$ cat src/rtl/unigate_cfg_loader_if.sv
// unigate_cfg_loader_if
//   Wishbone classic bus bundle between the Caravel management SoC and
//   unigate_cfg_loader. Signal names keep the slave-side _i/_o suffixes.
//   master modport: drives cyc/stb/we/sel/adr/dat_i, receives ack/dat_o.
//   slave  modport: the reverse.
interface unigate_cfg_loader_if;
    logic        wbs_cyc_i;
    logic        wbs_stb_i;
    logic        wbs_we_i;
    logic [3:0]  wbs_sel_i;
    logic [31:0] wbs_adr_i;
    logic [31:0] wbs_dat_i;
    logic        wbs_ack_o;
    logic [31:0] wbs_dat_o;

    modport master (
        output wbs_cyc_i, wbs_stb_i, wbs_we_i, wbs_sel_i, wbs_adr_i, wbs_dat_i,
        input  wbs_ack_o, wbs_dat_o
    );

    modport slave (
        input  wbs_cyc_i, wbs_stb_i, wbs_we_i, wbs_sel_i, wbs_adr_i, wbs_dat_i,
        output wbs_ack_o, wbs_dat_o
    );
endinterface

$ cat src/rtl/unigate_cfg_loader.sv
// unigate_cfg_loader
//   Wishbone classic slave that queues 32-bit configuration words in a FIFO
//   and shifts each one LSB first into the unigate core's config chain, with
//   an optional latch strobe once the queue drains.
//
//   Optional feature macro: UNIGATE_CFG_IRQ_EN (adds IRQ_EN / IRQ_STAT and
//   drives irq_o[1:0]; otherwise irq_o is tied low).
//
// Ports
//   wb_clk_i     clock
//   wb_rst_ni    asynchronous active-low reset
//   wbs          Wishbone slave bundle (unigate_cfg_loader_if.slave)
//   cfg_shift_o  chain shift enable, one bit per cycle
//   cfg_data_o   chain serial data (valid with cfg_shift_o)
//   cfg_latch_o  single-cycle latch strobe
//   irq_o        [0] done, [1] overflow, [2] tied 0
//
// Register map (byte offset): 0x00 CTRL, 0x04 STATUS, 0x08 DATA,
//   0x0C IRQ_EN, 0x10 IRQ_STAT.
module unigate_cfg_loader #(
    parameter logic [31:0] BASE_ADDR  = 32'h3000_0000,
    parameter int          FIFO_DEPTH = 4
) (
    input  logic                   wb_clk_i,
    input  logic                   wb_rst_ni,
    unigate_cfg_loader_if.slave    wbs,
    output logic                   cfg_shift_o,
    output logic                   cfg_data_o,
    output logic                   cfg_latch_o,
    output logic [2:0]             irq_o
);
    localparam int AW = $clog2(FIFO_DEPTH);
    localparam int LW = AW + 1;

    localparam logic [5:0] OFF_CTRL   = 6'h00;
    localparam logic [5:0] OFF_STATUS = 6'h01;
    localparam logic [5:0] OFF_DATA   = 6'h02;
`ifdef UNIGATE_CFG_IRQ_EN
    localparam logic [5:0] OFF_IEN    = 6'h03;
    localparam logic [5:0] OFF_ISTAT  = 6'h04;
`endif

    typedef enum logic [1:0] {IDLE, SHIFT, LATCH} state_e;

    state_e          state_q, state_d;
    logic [31:0]     sr_q;
    logic [4:0]      cnt_q;
    logic            run_q, lpend_q, ovf_q;
    logic [15:0]     wcnt_q;
    logic [AW-1:0]   wptr_q, rptr_q;
    logic [LW-1:0]   level_q;
    logic [31:0]     mem_q [FIFO_DEPTH];
    logic            ack_q;
    logic [31:0]     rdat_q, rdata;

    // ---------------- bus decode ----------------
    logic       hit, acc, req, wr, wr_ctrl, flush, lreq, push_req, push_ok;
    logic [5:0] off;
    logic       unused_ok;

    assign hit       = (wbs.wbs_adr_i[31:8] == BASE_ADDR[31:8]);
    assign acc       = wbs.wbs_cyc_i & wbs.wbs_stb_i & hit;
    assign req       = acc & ~ack_q;
    // Writes commit on the edge that closes the ack cycle.
    assign wr        = acc & ack_q & wbs.wbs_we_i;
    assign off       = wbs.wbs_adr_i[7:2];
    assign wr_ctrl   = wr & (off == OFF_CTRL) & wbs.wbs_sel_i[0];
    assign flush     = wr_ctrl & wbs.wbs_dat_i[2];
    assign lreq      = wr_ctrl & wbs.wbs_dat_i[1];
    assign push_req  = wr & (off == OFF_DATA) & (wbs.wbs_sel_i == 4'hF);
    assign unused_ok = &{1'b0, wbs.wbs_adr_i[1:0]};

    // ---------------- FIFO status ----------------
    logic empty, full, pop, done_evt, ovf_evt;

    assign empty   = (level_q == '0);
    assign full    = (level_q == LW'(FIFO_DEPTH));
    // A push that coincides with a pop is accepted even when full.
    assign push_ok = push_req & (~full | pop);
    assign ovf_evt = push_req & full & ~pop;

    // ---------------- FSM ----------------
    always_ff @(posedge wb_clk_i or negedge wb_rst_ni) begin
        if (!wb_rst_ni) state_q <= IDLE;
        else            state_q <= state_d;
    end

    always_comb begin
        state_d  = state_q;
        pop      = 1'b0;
        done_evt = 1'b0;
        case (state_q)
            IDLE: begin
                if (run_q && !empty) begin
                    pop     = 1'b1;
                    state_d = SHIFT;
                end else if (lpend_q && empty) begin
                    state_d = LATCH;
                end
            end
            SHIFT: begin
                if (cnt_q == 5'd31) begin
                    // Chain the next word with no idle bubble.
                    if (run_q && !empty) pop = 1'b1;
                    else                 state_d = IDLE;
                end
            end
            LATCH: begin
                done_evt = 1'b1;
                state_d  = IDLE;
            end
            default: state_d = IDLE;
        endcase
    end

    // Decoded straight from the state register so reset drops them at once.
    assign cfg_shift_o = (state_q == SHIFT);
    assign cfg_data_o  = (state_q == SHIFT) & sr_q[0];
    assign cfg_latch_o = (state_q == LATCH);

    // ---------------- shift engine / control ----------------
    always_ff @(posedge wb_clk_i or negedge wb_rst_ni) begin
        if (!wb_rst_ni) begin
            sr_q    <= '0;
            cnt_q   <= '0;
            wcnt_q  <= '0;
            run_q   <= 1'b0;
            lpend_q <= 1'b0;
            ovf_q   <= 1'b0;
        end else begin
            if (pop) begin
                sr_q  <= mem_q[rptr_q];
                cnt_q <= '0;
            end else if (state_q == SHIFT) begin
                sr_q  <= sr_q >> 1;
                cnt_q <= cnt_q + 5'd1;
            end

            if (flush)                                     wcnt_q <= '0;
            else if (state_q == SHIFT && cnt_q == 5'd31)   wcnt_q <= wcnt_q + 16'd1;

            if (wr_ctrl) run_q <= wbs.wbs_dat_i[0];

            // A new request beats the clear from a concurrent LATCH.
            if (lreq)          lpend_q <= 1'b1;
            else if (done_evt) lpend_q <= 1'b0;

`ifdef UNIGATE_CFG_IRQ_EN
            if (ovf_evt)                                         ovf_q <= 1'b1;
            else if (wr && off == OFF_ISTAT && wbs.wbs_dat_i[1]) ovf_q <= 1'b0;
`else
            if (ovf_evt)    ovf_q <= 1'b1;
            else if (flush) ovf_q <= 1'b0;
`endif
        end
    end

    // ---------------- FIFO ----------------
    always_ff @(posedge wb_clk_i or negedge wb_rst_ni) begin
        if (!wb_rst_ni) begin
            wptr_q  <= '0;
            rptr_q  <= '0;
            level_q <= '0;
        end else if (flush) begin
            wptr_q  <= '0;
            rptr_q  <= '0;
            level_q <= '0;
        end else begin
            if (push_ok) wptr_q <= wptr_q + AW'(1);
            if (pop)     rptr_q <= rptr_q + AW'(1);
            level_q <= level_q + LW'(push_ok) - LW'(pop);
        end
    end

    always_ff @(posedge wb_clk_i) begin
        if (push_ok) mem_q[wptr_q] <= wbs.wbs_dat_i;
    end

    // ---------------- interrupts ----------------
`ifdef UNIGATE_CFG_IRQ_EN
    logic [1:0] en_q, stat_q, irq_q, w1c;

    assign w1c = (wr && off == OFF_ISTAT) ? wbs.wbs_dat_i[1:0] : 2'b00;

    always_ff @(posedge wb_clk_i or negedge wb_rst_ni) begin
        if (!wb_rst_ni) begin
            en_q   <= '0;
            stat_q <= '0;
            irq_q  <= '0;
        end else begin
            if (wr && off == OFF_IEN && wbs.wbs_sel_i[0]) en_q <= wbs.wbs_dat_i[1:0];
            // Set events win over a same-cycle W1C.
            stat_q <= (stat_q & ~w1c) | {ovf_evt, done_evt};
            irq_q  <= stat_q & en_q;
        end
    end

    assign irq_o = {1'b0, irq_q};
`else
    assign irq_o = 3'b000;
`endif

    // ---------------- read path ----------------
    always_comb begin
        rdata = '0;
        case (off)
            OFF_CTRL:   rdata[0] = run_q;
            OFF_STATUS: begin
                rdata[0]     = (state_q != IDLE);
                rdata[1]     = empty;
                rdata[2]     = full;
                rdata[3]     = ovf_q;
                rdata[10:8]  = 3'(level_q);
                rdata[31:16] = wcnt_q;
            end
`ifdef UNIGATE_CFG_IRQ_EN
            OFF_IEN:    rdata[1:0] = en_q;
            OFF_ISTAT:  rdata[1:0] = stat_q;
`endif
            default:    rdata = '0;
        endcase
    end

    // Read data is captured with the request and cleared after the ack cycle.
    always_ff @(posedge wb_clk_i or negedge wb_rst_ni) begin
        if (!wb_rst_ni) begin
            ack_q  <= 1'b0;
            rdat_q <= '0;
        end else begin
            ack_q  <= req;
            rdat_q <= (req && !wbs.wbs_we_i) ? rdata : 32'h0;
        end
    end

    assign wbs.wbs_ack_o = ack_q;
    assign wbs.wbs_dat_o = rdat_q;
endmodule
$ cat src/flat_wrapper.sv
// flat-port wrapper written by rule: the top's interface ports become plain ports
module unigate_cfg_loader_flat 
#(
    parameter logic [31:0] BASE_ADDR  = 32'h3000_0000,
    parameter int          FIFO_DEPTH = 4
)
  (wb_clk_i, wb_rst_ni, cfg_shift_o, cfg_data_o, cfg_latch_o, irq_o, wbs_wbs_cyc_i, wbs_wbs_stb_i, wbs_wbs_we_i, wbs_wbs_sel_i, wbs_wbs_adr_i, wbs_wbs_dat_i, wbs_wbs_ack_o, wbs_wbs_dat_o);
  unigate_cfg_loader_if wbs_i ();
  input  logic wb_clk_i;
  input  logic wb_rst_ni;
  output logic cfg_shift_o;
  output logic cfg_data_o;
  output logic cfg_latch_o;
  output logic [2:0] irq_o;
  input wire logic [$bits(wbs_i.wbs_cyc_i)-1:0] wbs_wbs_cyc_i;
  input wire logic [$bits(wbs_i.wbs_stb_i)-1:0] wbs_wbs_stb_i;
  input wire logic [$bits(wbs_i.wbs_we_i)-1:0] wbs_wbs_we_i;
  input wire logic [$bits(wbs_i.wbs_sel_i)-1:0] wbs_wbs_sel_i;
  input wire logic [$bits(wbs_i.wbs_adr_i)-1:0] wbs_wbs_adr_i;
  input wire logic [$bits(wbs_i.wbs_dat_i)-1:0] wbs_wbs_dat_i;
  output wire logic [$bits(wbs_i.wbs_ack_o)-1:0] wbs_wbs_ack_o;
  output wire logic [$bits(wbs_i.wbs_dat_o)-1:0] wbs_wbs_dat_o;
  assign wbs_i.wbs_cyc_i = wbs_wbs_cyc_i;
  assign wbs_i.wbs_stb_i = wbs_wbs_stb_i;
  assign wbs_i.wbs_we_i = wbs_wbs_we_i;
  assign wbs_i.wbs_sel_i = wbs_wbs_sel_i;
  assign wbs_i.wbs_adr_i = wbs_wbs_adr_i;
  assign wbs_i.wbs_dat_i = wbs_wbs_dat_i;
  assign wbs_wbs_ack_o = wbs_i.wbs_ack_o;
  assign wbs_wbs_dat_o = wbs_i.wbs_dat_o;
  unigate_cfg_loader #(.BASE_ADDR(BASE_ADDR), .FIFO_DEPTH(FIFO_DEPTH)) u_core (.wb_clk_i(wb_clk_i), .wb_rst_ni(wb_rst_ni), .wbs(wbs_i), .cfg_shift_o(cfg_shift_o), .cfg_data_o(cfg_data_o), .cfg_latch_o(cfg_latch_o), .irq_o(irq_o));
endmodule
$ cat config.mk
export PLATFORM = sky130hd
export DESIGN_NAME = unigate_cfg_loader_flat
export DESIGN_NICKNAME = d
export VERILOG_FILES = /design/src/rtl/unigate_cfg_loader_if.sv /design/src/rtl/unigate_cfg_loader.sv /design/src/flat_wrapper.sv
export SDC_FILE = /design/constraint.sdc
export NUM_CORES = 1
export LEC_CHECK = 0
export ABC_AREA = 1
export CORE_MARGIN = 5
export CORE_UTILIZATION = 51
export CTS_BUF_LIST = sky130_fd_sc_hd__clkbuf_16
export DETAILED_ROUTE_END_ITERATION = 7
export HOLD_SLACK_MARGIN = 0.03
export PLACE_DENSITY = 0.74
export SYNTH_ARGS = -nofsm -noshare
export SYNTH_HDL_FRONTEND = slang
export SYNTH_SLANG_ARGS = --single-unit
$ cat constraint.sdc
create_clock -name wb_clk_i -period 4.8 [get_ports wb_clk_i]
set_input_delay 0.72 -clock wb_clk_i [delete_from_list [all_inputs] [get_ports wb_clk_i]]
set_output_delay 0.72 -clock wb_clk_i [all_outputs]
set_load 0.01 [all_outputs]
==> results.cfg <==
[route]
routed_via_density = 5.158
routedWlPerCell_um = 15.20
drc = 0
vias = 6288
drt_wl_total_um = 18530
drtPass1Iterations = 5
ant_nets = 0
drtIter0Drc = 480

[power_and_ir_drop]
clkPwrFrac = 0.422
p_leak_nw = 4.710
internal_power_mw = 2.892
ir_worst_vdd_mv = 0.2607
power.density_nw_per_um2 = 327.2
switching_share = 0.1964
power_switching_mw = 0.7067
combPwrFrac = 0.028
pwr-share-seq = 0.550

[timing]
tightestPinTransition_ns = 1.120
rsz0062_at_grt = no
maxSlewHeadroom = 0.2532
fin_crit_sh = 0.6594
hold_viol_final = 0
setup_ws_ns = 1.635
clock.fmax_mhz = 316.0
whs_ns = 0.2655
setup_viol = 0
skew_ns = 0.01176
setup_tns_ns = 0
final_max_slew_viol_count = 0
min_period_ns = 3.165

[worst_setup_path]
critPathArrivalTime_ns = 2.44
start_kind = flip-flop
setup.worst_path.class = reg -> out
cp.required_ns = 4.08
path_max_fanout = 37
worstSetupEndpointType = output port

[cts]
cts_sinks = 217
cts_setup_buffers = 0
ctsHoldBuffers = 0
cts_resized = 0
numCtsBuffers = 22
cts.root.buffer_cell = clkbuf_16
clock_tree.buffer_depth = 3
clkTransAtPathRegs_ns = 0.06
clk_latency_ns = 0.50
cts.htree.levels = 1
cts_tree = built

[layout]
num_antenna_cells = 0
fin_cells = 1219
final_common_cell = nand2_1
n_fill_cell = 1451
post-route-cell-area_um2 = 11000
syn_to_final_growth_pct = 19.23
drive_above_1_share = 0.06970
finalNetCount = 1057
final_cell_mix = nand2_1 (153), nand3_1 (144), edfxtp_1 (128), inv_1 (109), clkdlybuf4s50_1 (96)

[synthesis]
synth-adder-area-share = 0.01438
syn-cell-area_um2 = 9224
synth_edf_count = 128
synth_compound_area_frac = 0.05250
synth_mux_area_frac = 0
async_reset_ff_frac = 0.4101
synth_seq_cells = 217
synth_top_family_by_area = simple AND/OR/NAND/NOR gates
yosysSeqAreaShare = 0.6582
synth.distinct_cells = 41
synth.avg_cell_area_um2 = 10.46
synth_xor_area_frac = 0.004748
synthSimpleGateAreaFrac = 0.1991
yosys_most_used_dff = edfxtp_1
yosys_warnings = 0
syn_inst = 882

[run]
drv_cap = 0

[floorplan]
coreArea_um2 = 17900
start_util = 0.5152
row_count = 49
die_h_um = 144.5
dieArea_um2 = 20880
ios = 112
die_width_um = 144.5

[placement]
io_buffers = 97
dp_slack_ns = 1.678
placed_cells = 1179
place_congestion = 0.8153
hpwl_um = 11420
placed_cell_area_um2 = 10350

[grt]
grt_pass1_wl_um = 30140
antenna_found_initial = 0
overflow = 0
grt_start_max_net_pins = 97
grt_usage = 0.1805
grt_pass1_vias = 6143

[outcome]
status = finished, final reports clean

[worst_hold_path]
min_path_type = in -> async
==> kinds of logic after synthesis <==
group / after synthesis
AOI/OAI and AO/OA: 91
buffers and inverters: 154
and+or+nand+nor: 404
DFF: 217
other: 1
xor gates and xnor gates: 5
adders and majority gates: 10
==> per-stage QoR <==
step,total power [mW],utilization
5_1_grt,3.727,0.6143
2_1_floorplan,2.036,-
6_report,3.599,0.6143
4_1_cts,3.631,0.6143
3_3_place_gp,2.116,0.5783
3_5_place_dp,2.118,0.5783
==> power by group through the flow <==
stage	clock network (mW)	logic [mW]	registers [mW]
floorplan	0	0.0188	2.02
finish	1.52	0.100	1.98
global placement	0	0.0996	2.02
CTS	1.55	0.102	1.98
detailed placement	0	0.102	2.02
global route	1.64	0.111	1.98
==> per-layer routing <==
layer | up-vias | wire length [um] | global-route usage
li1 | 3107 | - | -
met1 | 2973 | 7753 | 0.2379
met2 | 178 | 9196 | 0.3121
met3 | 30 | 1198 | 0.02844
met4 | 0 | 383 | 0.05056
met5 | - | 0 | 0
==> path summary, 6_finish.rpt <==
path	from	end	slack [ns]	depth (start not counted)
worst min-delay path	wb_rst_ni	u_core.wcnt_q[5]$_DFFE_PN0P_	0.27	1
max in group asynchronous	wb_rst_ni	u_core.wbs.wbs_dat_o[10]$_DFF_PN0_	3.58	2
worst max-delay path	u_core.state_q[1]$_DFFE_PN0P_	cfg_data_o	1.64	4
worst max register to register	u_core.cnt_q[0]$_DFFE_PN0P_	u_core.level_q[2]$_DFF_PN0_	1.68	15
worst min register to register	u_core.sr_q[21]$_DFFE_PN0P_	u_core.sr_q[21]$_DFFE_PN0P_	0.49	2
min in group wb_clk_i	u_core.sr_q[21]$_DFFE_PN0P_	u_core.sr_q[21]$_DFFE_PN0P_	0.49	2
==> cells in the mapped netlist (2+ instances only) <==
library cell / count / share of area
a21oi_1: 34 / 0.018
buf_1: 5 / 0.0020
buf_2: 11 / 0.0060
buf_4: 12 / 0.0098
buf_6: 2 / 0.0024
clkbuf_1: 19 / 0.0077
dfrtp_1: 89 / 0.24
edfxtp_1: 128 / 0.42
ha_1: 9 / 0.012
inv_1: 98 / 0.040
inv_2: 6 / 0.0024
nand2_1: 153 / 0.062
nand2_2: 2 / 0.0014
nand3_1: 144 / 0.078
nand3_2: 2 / 0.0022
nand4_1: 7 / 0.0047
nor2_1: 68 / 0.028
nor2_2: 12 / 0.0081
nor2_4: 2 / 0.0024
nor3_1: 6 / 0.0033
o211ai_1: 4 / 0.0033
o21ai_0: 44 / 0.024
o21ai_1: 2 / 0.0011
o22ai_1: 3 / 0.0020
xnor2_1: 3 / 0.0028
xor2_1: 2 / 0.0019
==> final cells by class <==
class                   count  area, um2  share of cell area
clock inverters            17      68.82            0.006257
clock buffers              23      575.6             0.05233
flip-flops and latches    217       6072              0.5521
inverters                 105      394.1             0.03584
well taps                 229      286.5             0.02605
multi-input cells         522       2552              0.2321
repair buffers            106       1049             0.09534
==> registers in the layout, indices dropped and copies added (netlist names) <==
register,cells
u_core.cnt_q,5
u_core.level_q,3
u_core.lpend_q,1
u_core.mem_q,128
u_core.ovf_q,1
u_core.rptr_q,2
u_core.run_q,1
u_core.sr_q,32
u_core.state_q,2
u_core.wbs.wbs_ack_o,1
u_core.wbs.wbs_dat_o,23
u_core.wcnt_q,16
u_core.wptr_q,2
==> worst max-delay path: stages (launching register included) <==
cell,delay [ns]
dfrtp_1,0.47
nor2_8,0.53
inv_2,0.21
nor2_1,0.17
clkdlybuf4s50_1,0.56
Power figures use the tool's default switching activity.
